--- src/rtl/mux_rr_sel_ctrl_pkg.sv ---
// Shared constants for the 4:1 mux select path.
// The controller and the mux both import these widths and state encodings.
package mux_rr_sel_ctrl_pkg;

    localparam int NUM_CH   = 4;
    localparam int SEL_W    = 2;
    localparam int MAX_HOLD = 15;
    localparam int HOLD_W   = 4;

    localparam logic [1:0] ST_IDLE = 2'd0;
    localparam logic [1:0] ST_OWN  = 2'd1;
    localparam logic [1:0] ST_GAP  = 2'd2;

endpackage

--- src/rtl/mux_rr_sel_ctrl_rr_pick4.sv ---
// rr_pick4: combinational round-robin picker for four requesters.
// Ports: req[3:0], last_ptr[1:0] in; any, win_idx[1:0], win_onehot[3:0] out.
module rr_pick4
    import mux_rr_sel_ctrl_pkg::*;
(
    input  logic [NUM_CH-1:0] req,
    input  logic [SEL_W-1:0]  last_ptr,
    output logic              any,
    output logic [SEL_W-1:0]  win_idx,
    output logic [NUM_CH-1:0] win_onehot
);

    logic [SEL_W-1:0] idx;
    logic             found;

    // Scan starts one past the last winner and wraps, so the
    // previous owner is the last candidate considered.
    always_comb begin
        any     = |req;
        win_idx = '0;
        idx     = '0;
        found   = 1'b0;
        for (int i = 0; i < NUM_CH; i++) begin
            idx = last_ptr + SEL_W'(i + 1);
            if (!found && req[idx]) begin
                win_idx = idx;
                found   = 1'b1;
            end
        end
        win_onehot = any ? (NUM_CH'(1) << win_idx) : '0;
    end

endmodule

--- src/rtl/mux_rr_sel_ctrl.sv ---
// Round-robin select controller for the downstream 4:1 data mux.
// Ports: clk, rst_n, req[3:0], done[3:0] in; gnt[3:0], sel[1:0],
// sel_valid, busy, timeout out. Macro MUX_SEL_TIMEOUT_EN bounds
// ownership to MAX_HOLD cycles and pulses timeout on forced release.
module mux_rr_sel_ctrl
    import mux_rr_sel_ctrl_pkg::*;
(
    input  logic              clk,
    input  logic              rst_n,
    input  logic [NUM_CH-1:0] req,
    input  logic [NUM_CH-1:0] done,
    output logic [NUM_CH-1:0] gnt,
    output logic [SEL_W-1:0]  sel,
    output logic              sel_valid,
    output logic              busy,
    output logic              timeout
);

    logic [1:0]        state;
    logic [SEL_W-1:0]  last_ptr;
    logic              any;
    logic [SEL_W-1:0]  win_idx;
    logic [NUM_CH-1:0] win_onehot;
    logic              owner_done;
    logic              owner_gone;
    logic              force_rel;
    logic              release_own;

    rr_pick4 u_pick (
        .req        (req),
        .last_ptr   (last_ptr),
        .any        (any),
        .win_idx    (win_idx),
        .win_onehot (win_onehot)
    );

    // Only the current owner's bits matter while in OWN.
    assign owner_done  = done[sel];
    assign owner_gone  = !req[sel];
    assign release_own = owner_done | owner_gone | force_rel;

`ifdef MUX_SEL_TIMEOUT_EN
    logic [HOLD_W-1:0] hold_cnt;

    // Counter sits at 0 outside OWN, so the first OWN cycle sees 0.
    assign force_rel = (hold_cnt == HOLD_W'(MAX_HOLD - 1))
                     && !owner_done;

    always_ff @(posedge clk or negedge rst_n) begin
        if (!rst_n) begin
            hold_cnt <= '0;
            timeout  <= 1'b0;
        end else begin
            if (state == ST_OWN) begin
                hold_cnt <= hold_cnt + 1'b1;
            end else begin
                hold_cnt <= '0;
            end
            timeout <= (state == ST_OWN) && force_rel;
        end
    end
`else
    assign force_rel = 1'b0;
    assign timeout   = 1'b0;
`endif

    always_ff @(posedge clk or negedge rst_n) begin
        if (!rst_n) begin
            state    <= ST_IDLE;
            gnt      <= '0;
            sel      <= '0;
            last_ptr <= SEL_W'(NUM_CH - 1);
        end else begin
            unique case (state)
                ST_IDLE, ST_GAP: begin
                    // sel is left alone when idling so the mux
                    // input does not change needlessly.
                    if (any) begin
                        state    <= ST_OWN;
                        gnt      <= win_onehot;
                        sel      <= win_idx;
                        last_ptr <= win_idx;
                    end else begin
                        state <= ST_IDLE;
                    end
                end
                ST_OWN: begin
                    if (release_own) begin
                        state <= ST_GAP;
                        gnt   <= '0;
                    end
                end
                default: begin
                    state <= ST_IDLE;
                    gnt   <= '0;
                end
            endcase
        end
    end

    assign sel_valid = (state == ST_OWN);
    assign busy      = (state != ST_IDLE);

endmodule

--- config.mk ---
export PLATFORM = sky130hd
export DESIGN_NAME = mux_rr_sel_ctrl
export DESIGN_NICKNAME = d
export VERILOG_FILES = /design/src/rtl/mux_rr_sel_ctrl_pkg.sv /design/src/rtl/mux_rr_sel_ctrl_rr_pick4.sv /design/src/rtl/mux_rr_sel_ctrl.sv
export SDC_FILE = /design/constraint.sdc
export NUM_CORES = 1
export LEC_CHECK = 0
export CORE_UTILIZATION = 38
export CTS_CLUSTER_DIAMETER = 120
export DETAILED_ROUTE_END_ITERATION = 16
export PLACE_DENSITY = 0.67
export SLEW_MARGIN = 30
export SYNTH_ARGS = -nofsm -noshare
export SYNTH_HDL_FRONTEND = slang
export SYNTH_SLANG_ARGS = --single-unit
--- constraint.sdc ---
create_clock -name clk -period 1.8 [get_ports clk]
set_input_delay 0.36 -clock clk [delete_from_list [all_inputs] [get_ports clk]]
set_output_delay 0.36 -clock clk [all_outputs]
set_load 0.05 [all_outputs]
==> impl_metrics.yaml <==
floorplan:
  die_height_microns: 40.4
  start_util_pct: 42.0
  ios: 19
  rows: 13
  die_w_microns: 40.4
  coreArea_sq_mm: 0.00133
  dieArea_sq_mm: 0.00163
placed_design:
  place_congestion: 0.726
  dpl.hpwl_microns: 1060
  portBuffers: 17
  dp_cells: 94
critical_path:
  path_depth: 4
  r2r_cells: 4
  worst_ep_arrival_time_ns: 1.93
  rrSetupSlack_ns: 0.04
  r2r-start: "sel[1]$_DFFE_PN0P_"
  crit_chain: "and4bb_1, or4_4, a22o_4, a32o_1"
  crit_slowest_cell: "or4_4"
  rr_endpoint: "gnt[3]$_DFFE_PN0P_"
  startpoint_type: "register"
  crit_required_ns: 1.96
  endpoint_kind: "register"
  cp-startpoint: "sel[1]$_DFFE_PN0P_"
  critPathCapture: "gnt[3]$_DFFE_PN0P_"
  path_class: "reg2reg"
  crit_family: "simple AND/OR/NAND/NOR gates"
  max_stage_delay_ns: 0.55
  crit_buf_inv: 0
  crit_fanout: 6
sta:
  min_period_over_period_pct: 97.9
  fmax_mhz: 567
  min_period_ns: 1.76
  hold_viol: 0
  skew_ns: 0.00391
  holdWs_ns: 0.395
  finalSetupViolCount: 0
  rsz0062_at_grt: "yes"
  tns_ns: 0
  drv_slew: 0
detailed_routing:
  wl_per_cell_microns: 13.6
  drt-initial-drc-count: 12
  vias: 542
  routed_wl_microns: 1360
  ant_nets: 0
  avgViaCountPerCell: 5.42
  firstDrtPassIters: 4
  drc: 0
clock_tree:
  cts_hold_buf: 0
  clk_latency_ns: 0.27
  root_buffer: "clkbuf_4"
  cts.sinks: 10
  h-tree-depth: 1
  cts_inserted_buffers: 3
  clkTransAtPathRegs_ns: 0.07
  cts_buffer_depth: 2
  cts_tree: "done"
synthesis:
  postSynthCellCount: 56
  synth_edf_count: 0
  synth-compound-area-share_pct: 21.4
  yosys.area_share.simple_pct: 27.0
  synth.ff_latch_count: 10
  avgSynthCellArea_sq_um: 10.0
  synth.distinct_cells: 29
  synthesis.nets: 66
  synthFlopType: "dfrtp_1"
  synth_top_family_by_area: "simple AND/OR/NAND/NOR gates"
  yosysWarningCount: 0
  synthAdderAreaFrac_pct: 0
  async_flop_share_pct: 100
  yosysSeqAreaShare_pct: 45.1
  synth_xor_area_share_pct: 0
  synthMuxAreaShare_pct: 1.79
  syn_area_sq_um: 561
status:
  outcome: "complete, no violations"
grt:
  grt_pass1_wl_microns: 2110
  grt.total_usage_pct: 20.2
  antenna_found_initial: 0
  grt_max_degree: 11
  grt-ovfl-total: 0
  grt_pass1_vias: 537
cells_and_area:
  post-route-util_pct: 63.0
  nets: 96
  fin_cells: 100
  final_common_cell: "buf_4"
  nFillCells: 119
  area.growth.synth_to_final_pct: 50.0
  layout_common_cells: "buf_4 (18), nor2_1 (6), dfrtp_1 (6), dlygate4sd2_1 (6), nand2_1 (4)"
  antenna_cells: 0
  drive_gt1_share_pct: 37.6
power:
  cellLeakagePower_nw: 0.406
  power_mw: 1.60
  vdd_drop_max_uv: 993
  p_per_area_mw_per_mm2: 1900
run:
  cap_violations: 0
worst_hold_path:
  hp-class: "in2async"
==> where the power goes <==
part	internal [mW]	leakage [nW]	switching (mW)	total, mW
clock network	0.123	0.0210	0.0854	0.208
logic	0.388	0.265	0.556	0.944
registers	0.350	0.121	0.0987	0.449
==> worst min path at each step <==
stage | startpoint | to | slack [ns]
after floorplan | rst_n | gnt[0]$_DFFE_PN0P_ | 0.06
after global placement | state[1]$_DFFE_PN0P_ | state[1]$_DFFE_PN0P_ | 0.43
after detailed placement | state[1]$_DFFE_PN0P_ | state[1]$_DFFE_PN0P_ | 0.46
after CTS | rst_n | gnt[2]$_DFFE_PN0P_ | 0.41
after global routing | rst_n | gnt[2]$_DFFE_PN0P_ | 0.43
final | rst_n | gnt[2]$_DFFE_PN0P_ | 0.40
==> stage by stage <==
step	worst slack, ns	cell area, sq um
after CTS	0.0000875	841
after global placement	-0.356	797
after floorplan	-0.0764	563
after detailed placement	-0.391	797
final	0.0372	841
after global routing	-0.0248	841
==> registers in the layout, indices dropped and copies added, names as in the netlist <==
register  cells
gnt           4
last_ptr      2
sel           2
state         2
==> cells by family after synthesis <==
group / count (synthesis)
AOI/OAI and AO/OA: 15
buffers and inverters: 5
DFF: 10
muxes: 1
other: 1
and+or+nand+nor: 24
==> cell usage after synthesis (all sizes together), types with 2 or more instances <==
cell / number / share of area (%)
dfrtp: 8 / 36
nor2: 6 / 4.0
nand2: 4 / 2.7
o21ai: 4 / 3.6
a22o: 3 / 6.3
a32o: 2 / 3.6
and4bb: 2 / 4.5
clkbuf: 2 / 1.3
dfstp: 2 / 9.4
inv: 2 / 1.3
nand2b: 2 / 2.2
nor3b: 2 / 2.7
or2: 2 / 2.2
==> layout make-up <==
| class | instances | area, sq um | share of cell area, % |
|---|---|---|---|
| multi-input combinational | 41 | 285 | 33.9 |
| tap | 15 | 18.8 | 2.23 |
| clock buffer | 4 | 36.3 | 4.32 |
| sequential | 10 | 255 | 30.4 |
| inverter | 2 | 7.51 | 0.893 |
| timing repair buffer | 28 | 238 | 28.3 |
==> what timing repair did <==
| item | CTS | global route |
|---|---|---|
| resized for setup | 6 | 1 |
| pin swaps | 8 | 2 |
| buffers inserted | 2 | 0 |
| endpoints found under the setup margin | 4 | 4 |
==> routing by layer <==
| metal | track usage [%] | vias up | share of wire [%] |
|---|---|---|---|
| met5 | 0 | - | 0 |
| met4 | 12.5 | 0 | 3.4 |
| met3 | 1.67 | 7 | 4.6 |
| met2 | 36.1 | 20 | 47 |
| met1 | 22.7 | 252 | 45 |
| li1 | - | 263 | - |
(Power assumes the default switching activity.)
